**config.mk**
```make
export PLATFORM = sky130hd
export DESIGN_NAME = uart_tx_top
export DESIGN_NICKNAME = d
export VERILOG_FILES = /design/src/rtl/uart_tx_top.sv
export SDC_FILE = /design/constraint.sdc
export NUM_CORES = 1
export LEC_CHECK = 0
export CAP_MARGIN = 20
export CELL_PAD_IN_SITES_DETAIL_PLACEMENT = 2
export CELL_PAD_IN_SITES_GLOBAL_PLACEMENT = 2
export CORE_MARGIN = 3
export CORE_UTILIZATION = 35
export DETAILED_ROUTE_END_ITERATION = 8
export GPL_TIMING_DRIVEN = 0
export PLACE_DENSITY = 0.83
export SKIP_CTS_REPAIR_TIMING = 1
export SLEW_MARGIN = 40
export SYNTH_ARGS = -nofsm -noshare
export SYNTH_HDL_FRONTEND = slang
export SYNTH_SLANG_ARGS = --single-unit
```
**constraint.sdc**
```tcl
create_clock -name i_clock -period 6.1 [get_ports i_clock]
set_clock_uncertainty 0.15 [all_clocks]
set_input_delay 0.61 -clock i_clock [delete_from_list [all_inputs] [get_ports i_clock]]
set_output_delay 0.61 -clock i_clock [all_outputs]
set_load 0.01 [all_outputs]
```
**src/rtl/uart_tx_top.sv**
```systemverilog
// UART transmitter: oversample tick generator plus serial frame FSM (start, LSB-first data, stop).
// Define UART_PARITY_EN to insert an even-parity bit between the data bits and the stop bit.
module uart_tx_top #(
    parameter int CLK_FREQ  = 50_000_000,
    parameter int BAUD_RATE = 19_200,
    parameter int DIVISOR   = (CLK_FREQ + 8 * BAUD_RATE) / (16 * BAUD_RATE),
    parameter int DBIT      = 8,
    parameter int SB_TICK   = 16,
`ifdef UART_PARITY_EN
    parameter int NB_STATE  = 3
`else
    parameter int NB_STATE  = 2
`endif
) (
    input  logic            i_clock,
    input  logic            i_reset,
    input  logic            i_tx_start,
    input  logic [DBIT-1:0] i_data,
    output logic            o_tx_2
);

    localparam int CW = (DIVISOR > 1) ? $clog2(DIVISOR) : 1;
    localparam int SW = (SB_TICK > 16) ? $clog2(SB_TICK) : 4;
    localparam int NW = (DBIT > 1) ? $clog2(DBIT) : 1;

    localparam logic [CW-1:0] TICK_LAST = CW'(DIVISOR - 1);
    localparam logic [SW-1:0] BIT_LAST  = SW'(15);
    localparam logic [SW-1:0] STOP_LAST = SW'(SB_TICK - 1);
    localparam logic [NW-1:0] DATA_LAST = NW'(DBIT - 1);

    typedef enum logic [NB_STATE-1:0] {
        S_IDLE   = NB_STATE'(0),
        S_START  = NB_STATE'(1),
        S_DATA   = NB_STATE'(2),
`ifdef UART_PARITY_EN
        S_STOP   = NB_STATE'(3),
        S_PARITY = NB_STATE'(4)
`else
        S_STOP   = NB_STATE'(3)
`endif
    } t_state;

    t_state            r_state;
    t_state            w_state_next;
    logic [CW-1:0]     r_tick_cnt;
    logic [SW-1:0]     r_s;
    logic [SW-1:0]     w_s_next;
    logic [NW-1:0]     r_n;
    logic [NW-1:0]     w_n_next;
    logic [DBIT-1:0]   r_b;
    logic [DBIT-1:0]   w_b_next;
    logic              r_tx;
    logic              w_tx_next;
    logic              w_tick;
    logic              w_accept;

    assign w_tick   = (r_tick_cnt == TICK_LAST);
    assign w_accept = (r_state == S_IDLE) && i_tx_start;
    assign o_tx_2   = r_tx;

    // Clearing on accept aligns every bit to exactly 16 full tick periods.
    always_ff @(posedge i_clock or posedge i_reset) begin
        if (i_reset) begin
            r_tick_cnt <= '0;
        end else if (w_accept || w_tick) begin
            r_tick_cnt <= '0;
        end else begin
            r_tick_cnt <= r_tick_cnt + 1'b1;
        end
    end

    always_ff @(posedge i_clock or posedge i_reset) begin
        if (i_reset) begin
            r_state <= S_IDLE;
            r_s     <= '0;
            r_n     <= '0;
            r_b     <= '0;
            r_tx    <= 1'b1;
        end else begin
            r_state <= w_state_next;
            r_s     <= w_s_next;
            r_n     <= w_n_next;
            r_b     <= w_b_next;
            r_tx    <= w_tx_next;
        end
    end

`ifdef UART_PARITY_EN
    logic r_par;
    always_ff @(posedge i_clock or posedge i_reset) begin
        if (i_reset) begin
            r_par <= 1'b0;
        end else if (w_accept) begin
            r_par <= ^i_data;
        end
    end
`endif

    // The line value is computed for the next state so o_tx_2 stays a plain register.
    always_comb begin
        w_state_next = r_state;
        w_s_next     = r_s;
        w_n_next     = r_n;
        w_b_next     = r_b;
        w_tx_next    = r_tx;
        case (r_state)
            S_IDLE: begin
                w_tx_next = 1'b1;
                if (i_tx_start) begin
                    w_state_next = S_START;
                    w_s_next     = '0;
                    w_n_next     = '0;
                    w_b_next     = i_data;
                    w_tx_next    = 1'b0;
                end
            end
            S_START: begin
                if (w_tick) begin
                    if (r_s == BIT_LAST) begin
                        w_state_next = S_DATA;
                        w_s_next     = '0;
                        w_n_next     = '0;
                        w_tx_next    = r_b[0];
                    end else begin
                        w_s_next = r_s + 1'b1;
                    end
                end
            end
            S_DATA: begin
                if (w_tick) begin
                    if (r_s == BIT_LAST) begin
                        w_s_next = '0;
                        w_b_next = r_b >> 1;
                        if (r_n == DATA_LAST) begin
`ifdef UART_PARITY_EN
                            w_state_next = S_PARITY;
                            w_tx_next    = r_par;
`else
                            w_state_next = S_STOP;
                            w_tx_next    = 1'b1;
`endif
                        end else begin
                            w_n_next  = r_n + 1'b1;
                            w_tx_next = r_b[1];
                        end
                    end else begin
                        w_s_next = r_s + 1'b1;
                    end
                end
            end
`ifdef UART_PARITY_EN
            S_PARITY: begin
                if (w_tick) begin
                    if (r_s == BIT_LAST) begin
                        w_state_next = S_STOP;
                        w_s_next     = '0;
                        w_tx_next    = 1'b1;
                    end else begin
                        w_s_next = r_s + 1'b1;
                    end
                end
            end
`endif
            S_STOP: begin
                if (w_tick) begin
                    if (r_s == STOP_LAST) begin
                        w_state_next = S_IDLE;
                        w_s_next     = '0;
                        w_tx_next    = 1'b1;
                    end else begin
                        w_s_next = r_s + 1'b1;
                    end
                end
            end
            default: begin
                w_state_next = S_IDLE;
                w_tx_next    = 1'b1;
            end
        endcase
    end

endmodule

```
==> results of run 1 <==
[sequential cells by signal, indices dropped and copies added, names as in the netlist]
name	count
r_tick_cnt	8
r_n	3
r_state	2
r_b	8
r_s	4
o_tx_2	1
[cells in the mapped netlist, drive strengths merged (2+ instances only)]
master | instances | share of area
mux2 | 17 | 0.13
a21oi | 2 | 0.0070
and3 | 3 | 0.013
nor2b | 4 | 0.018
xor2 | 6 | 0.037
dfrtp | 25 | 0.44
ha | 9 | 0.079
inv | 7 | 0.018
nand3 | 9 | 0.035
clkbuf | 3 | 0.0079
a211oi | 2 | 0.019
nand2 | 8 | 0.021
nor2 | 9 | 0.024
o21ai | 3 | 0.011
mux2i | 3 | 0.021
nor3 | 2 | 0.0070
[worst max path at each step]
stage	to	start	depth (start not counted)
after floorplan	r_n[0]	r_state[0]	7
after CTS	r_n[0]	i_tx_start	6
after global placement	r_n[0]	i_tx_start	6
final	r_n[0]	i_tx_start	6
after global routing	r_n[0]	i_tx_start	6
after detailed placement	r_n[0]	i_tx_start	6
[stage by stage]
step	power, W	cells	utilization
floorplan	0.000541	127	-
global placement	0.000601	186	0.420
detailed placement	0.000635	186	0.420
CTS	0.000755	190	0.434
global route	0.000804	190	0.434
finish	0.000742	190	0.434
[logic make-up (layout without fill, tap and decap cells)]
logic type / count (synthesis) / in the layout / share of synthesized area
compound gates: 15 / 15 / 0.0852
xor+xnor: 7 / 7 / 0.0431
fa+ha+maj: 9 / 9 / 0.0791
buf+inv: 11 / 26 / 0.0299
flops: 26 / 26 / 0.458
mux: 20 / 20 / 0.156
simple gates: 39 / 39 / 0.149
[power by group]
group | switching (W) | total, W | internal [W]
combinational | 0.000167 | 0.000342 | 0.000175
sequential | 0.0000513 | 0.000287 | 0.000236
clock | 0.0000549 | 0.000113 | 0.0000577
total | 0.000273 | 0.000742 | 0.000469
[critical path, delay by kind of cell]
family	cells	cell delay (ns)
simple gates	1	0.07
compound gates	2	0.62
buf+inv	2	0.78
mux	1	0.36
[final cells by class]
type / instances / share of cell area
sequential: 26 / 0.395
timing repair buffer: 11 / 0.0668
buffer: 4 / 0.00986
multi-input combinational: 90 / 0.442
tap: 48 / 0.0364
inverter: 7 / 0.0159
clock buffer: 4 / 0.0334
[per-layer routing]
layer,track usage,share of wire
met1,0.182,0.44
met2,0.259,0.52
met3,0.0246,0.020
met4,0.0617,0.015
met5,0,0
==> flow_summary.ini, run 1 <==
[layout]
layout_commonest_cell = dfrtp_1
seq_area_um2 = 652
multi_input_area_um2 = 729
area_delta_synth_final_pct = 15.8
nets = 163
fill_cells = 410
fin_area_um2 = 1650
insertedDiodeCount = 0
drive_gt1_frac = 0.211
final_cell_mix = 25 x dfrtp_1, 17 x mux2_2, 11 x clkdlybuf4s50_1

[logic_synthesis]
synth-edff-count = 0
ys_warn_count = 0
ys_seq_area_frac = 0.458
synth_nets = 147
synth_ff_type = dfrtp_1
synth_cell_type_count = 33
syn_area_per_cell_um2 = 11.2
synth-seq-cells = 26
netlist_area_um2 = 1420
synthArstFlopShare = 1.00
synthCells = 127

[worst_hold_path]
holdCritStartpoint = r_b[7]
hold_path_end = r_b[7]
min_path_type = flip-flop to flip-flop
whs_path_depth = 1

[critical_path]
endpoint_kind = flip-flop
path_class = input port to flip-flop
crit_arrival_ns = 2.43
reg2reg_depth = 6
reg2reg_to = r_b[7]
crit_slowest_cell = clkdlybuf4s50_1
crit_chain = clkdlybuf4s50_1, nor2b_1, clkbuf_1, a211oi_1, a21boi_2, mux2_2
rrSetupSlack_ns = 3.76
r2r-start = r_state[0]
worstPathRequired_ns = 6.11
cpPeakStageDelay_ns = 0.57
path_max_fanout = 7
start_kind = input port

[power]
p_per_area_nw_per_um2 = 450
p_leak_nw = 0.730
ir_drop_uv = 135

[floorplanning]
core_um2 = 3800
row_count = 22
start_util = 0.375
die_h_um = 69.8
die_area_um2 = 4870
die_w_um = 69.8
io_pins = 12

[sta]
slew_violations = 0
maxSlewHeadroom = 0.611
hold_ws_ns = 0.361
worst_pin_slew_ns = 0.583
timing.fmax_mhz = 413
hold_viol_final = 0
layout_setup_ws_ns = 3.68
rsz0062_at_grt = no
post-route-period-util = 0.397
setup_viol = 0
finalSetupTns_ns = 0
period_needed_ns = 2.42

[cts]
insertion_delay_ns = 0.27
clk_pin_slew_ns = 0.09
cts_htree_levels = 1
numCtsBuffers = 3
cts_tree = yes
cts_sinks = 26
clk_path_buf_depth = 2
cts_root_buf = clkbuf_8

[run]
max_cap_violations = 0

[global_route]
grt_pass1_wl_mm = 5.75
grt_max_degree = 27
grt_pass1_vias = 1185
track_usage = 0.149
grt-ovfl-total = 0
antenna_found_initial = 0

[routing]
drc = 0
num_vias = 1004
routed_wl_mm = 3.39
drt-vias-per-instance = 5.28
dr.pass1.iters = 4
ant_nets = 0
routedWlPerCell_um = 17.9
drtIter0Drc = 19

[placed_design]
placed_cell_area_um2 = 1590
finalWeightedCongestion = 0.779
port_buffers = 11
pre_cts_slack_ns = 3.37
dp.final_hpwl_mm = 2.45

[run_status]
outcome = completed
(Power assumes the default switching activity.)
==> run 2, diff against run 1 <==
==> constraint.sdc (replaced) <==
create_clock -name i_clock -period 2.32 [get_ports i_clock]
set_clock_uncertainty 0.15 [all_clocks]
set_input_delay 0.232 -clock i_clock [delete_from_list [all_inputs] [get_ports i_clock]]
set_output_delay 0.232 -clock i_clock [all_outputs]
set_load 0.01 [all_outputs]
==> run 2 against run 1 <==
Against the previous run:
- first-iteration DRC count up 68%
- combinational power rose to 3.0 times the previous value
- cell count up 0.53%
- hold slack worse by 0.18 ns
- clock power rose to 2.7 times the previous value
- sequential share of layout area down 0.91 points
- via count up 0.20%
- routed wire length up 7.6%
- cell area up 2.4%
- global-route usage unchanged
- power rose to 2.8 times the previous value
- critical path depth up 1
- critical endpoint is now r_b[7]
- largest power group unchanged
==> flow_summary.ini, run 2 (synthesis gave the netlist of run 1 again) <==
[power]
p_sw_w = 0.000779
pwr-share-comb = 0.492
p_int_w = 0.00130
p_leak_nw = 0.751
ir_drop_uv = 372
p_per_area_nw_per_um2 = 1230
switching_share = 0.374
total_power_w = 0.00208
p_seq_frac = 0.362
p_clk_frac = 0.147

[global_route]
grt_pass1_wl_mm = 5.75
use_met1 = 0.182
globalRouteMet3Util = 0.0246
track_usage = 0.149
gr-usage-met2 = 0.259
grt_pass1_vias = 1185
gr-max-usage-layer = met2
grt-ovfl-total = 0
grt_max_degree = 27
antenna_found_initial = 0

[cts]
insertion_delay_ns = 0.28
numCtsBuffers = 3
cts_sinks = 26
clk_path_buf_depth = 2
cts_htree_levels = 1
cts_root_buf = clkbuf_8
cts_tree = yes
clk_pin_slew_ns = 0.10

[routing]
drc = 0
dr.pass1.iters = 4
num_vias = 1006
drtIter0Drc = 32
drt-vias-per-instance = 5.27
ant_nets = 0
routed_wl_mm = 3.65
routedWlPerCell_um = 19.1

[critical_path]
rrSetupSlack_ns = 0.05
endpoint_kind = flip-flop
r2r-start = r_tick_cnt[0]
reg2reg_depth = 7
path_class = flip-flop to flip-flop
start_kind = flip-flop
reg2reg_to = r_b[7]
path_max_fanout = 8
crit_arrival_ns = 2.28
worstPathRequired_ns = 2.33

[sta]
layout_setup_ws_ns = 0.0487
maxSlewHeadroom = 0.610
worst_pin_slew_ns = 0.585
timing.fmax_mhz = 440
period_needed_ns = 2.27
setup_viol = 0
rsz0062_at_grt = yes
hold_ws_ns = 0.176
slew_violations = 0
post-route-period-util = 0.979
finalSetupTns_ns = 0
hold_viol_final = 0

[run_status]
outcome = completed

[placed_design]
dp.final_hpwl_mm = 2.45
port_buffers = 11
finalWeightedCongestion = 0.779
placed_cell_area_um2 = 1590
pre_cts_slack_ns = -0.0271

[layout]
top_regs = r_b x8, r_tick_cnt x8, r_s x4
insertedDiodeCount = 0
nets = 164
final_cell_mix = 25 x dfrtp_1, 17 x mux2_2, 11 x clkdlybuf4s50_1
fin_area_um2 = 1690
drive_gt1_frac = 0.238
layout_commonest_cell = dfrtp_1
area_delta_synth_final_pct = 18.5

[floorplanning]
die_area_um2 = 4870
row_count = 22
io_pins = 12
start_util = 0.375
die_h_um = 69.8
die_w_um = 69.8
core_um2 = 3800

[run]
max_cap_violations = 0

[worst_hold_path]
min_path_type = input port to async pin
==> run 2: cell types whose count changed in the layout (fill, tap and decap cells not counted) <==
cell,delta
nor3_2,+1
nor3_1,-1
buf_12,+1
a211oi_1,-1
a21boi_2,-1
a21boi_4,+1
a211oi_2,+1
clkbuf_2,+1
clkbuf_1,-1
==> run 2: worst max path at each step <==
stage / start / end / slack [ns] / cells past startpoint
finish: r_tick_cnt[0] / r_b[7] / 0.05 / 7
global route: r_tick_cnt[0] / r_b[7] / -0.04 / 7
CTS: r_state[0] / r_b[7] / -0.03 / 6
detailed placement: i_tx_start / r_n[0] / -0.03 / 6
global placement: i_tx_start / r_n[0] / -0.002 / 6
floorplan: r_state[0] / r_n[0] / 0.28 / 7
==> run 2: per-stage QoR <==
step                utilization  std cells
floorplan                     -        127
global placement          0.420        186
detailed placement        0.420        186
CTS                       0.434        190
global route              0.444        191
finish                    0.444        191
==> run 2: critical path, cell delays in order, from the launching register on <==
cell and delay [ns]:
dfrtp_1 0.44, inv_1 0.08, ha_1 0.17, and4bb_2 0.31, nand3_2 0.16, a211oi_4 0.34, buf_12 0.17, mux2_2 0.33
==> run 2: layout make-up <==
type	instances	area, um^2
repair buffers	12	130
well taps	48	60.1
flip-flops and latches	26	652
clock buffers	4	55.1
inverters	7	26.3
plain buffers	4	17.5
fillers	407	2110
multi-input cells	90	747
==> run 2: metal layers <==
layer,vias up,share of wire
li1,473,-
met1,510,0.43
met2,16,0.53
met3,7,0.022
met4,0,0.015
met5,-,0
==> run 2: power by group through the flow <==
stage	clock, W	sequential (W)	combinational (W)
6_report	0.000306	0.000753	0.00102
5_1_grt	0.000328	0.000781	0.00113
4_1_cts	0.000308	0.000755	0.000921
3_5_place_dp	0	0.000762	0.000908
3_3_place_gp	0	0.000744	0.000836
2_1_floorplan	0	0.000728	0.000694
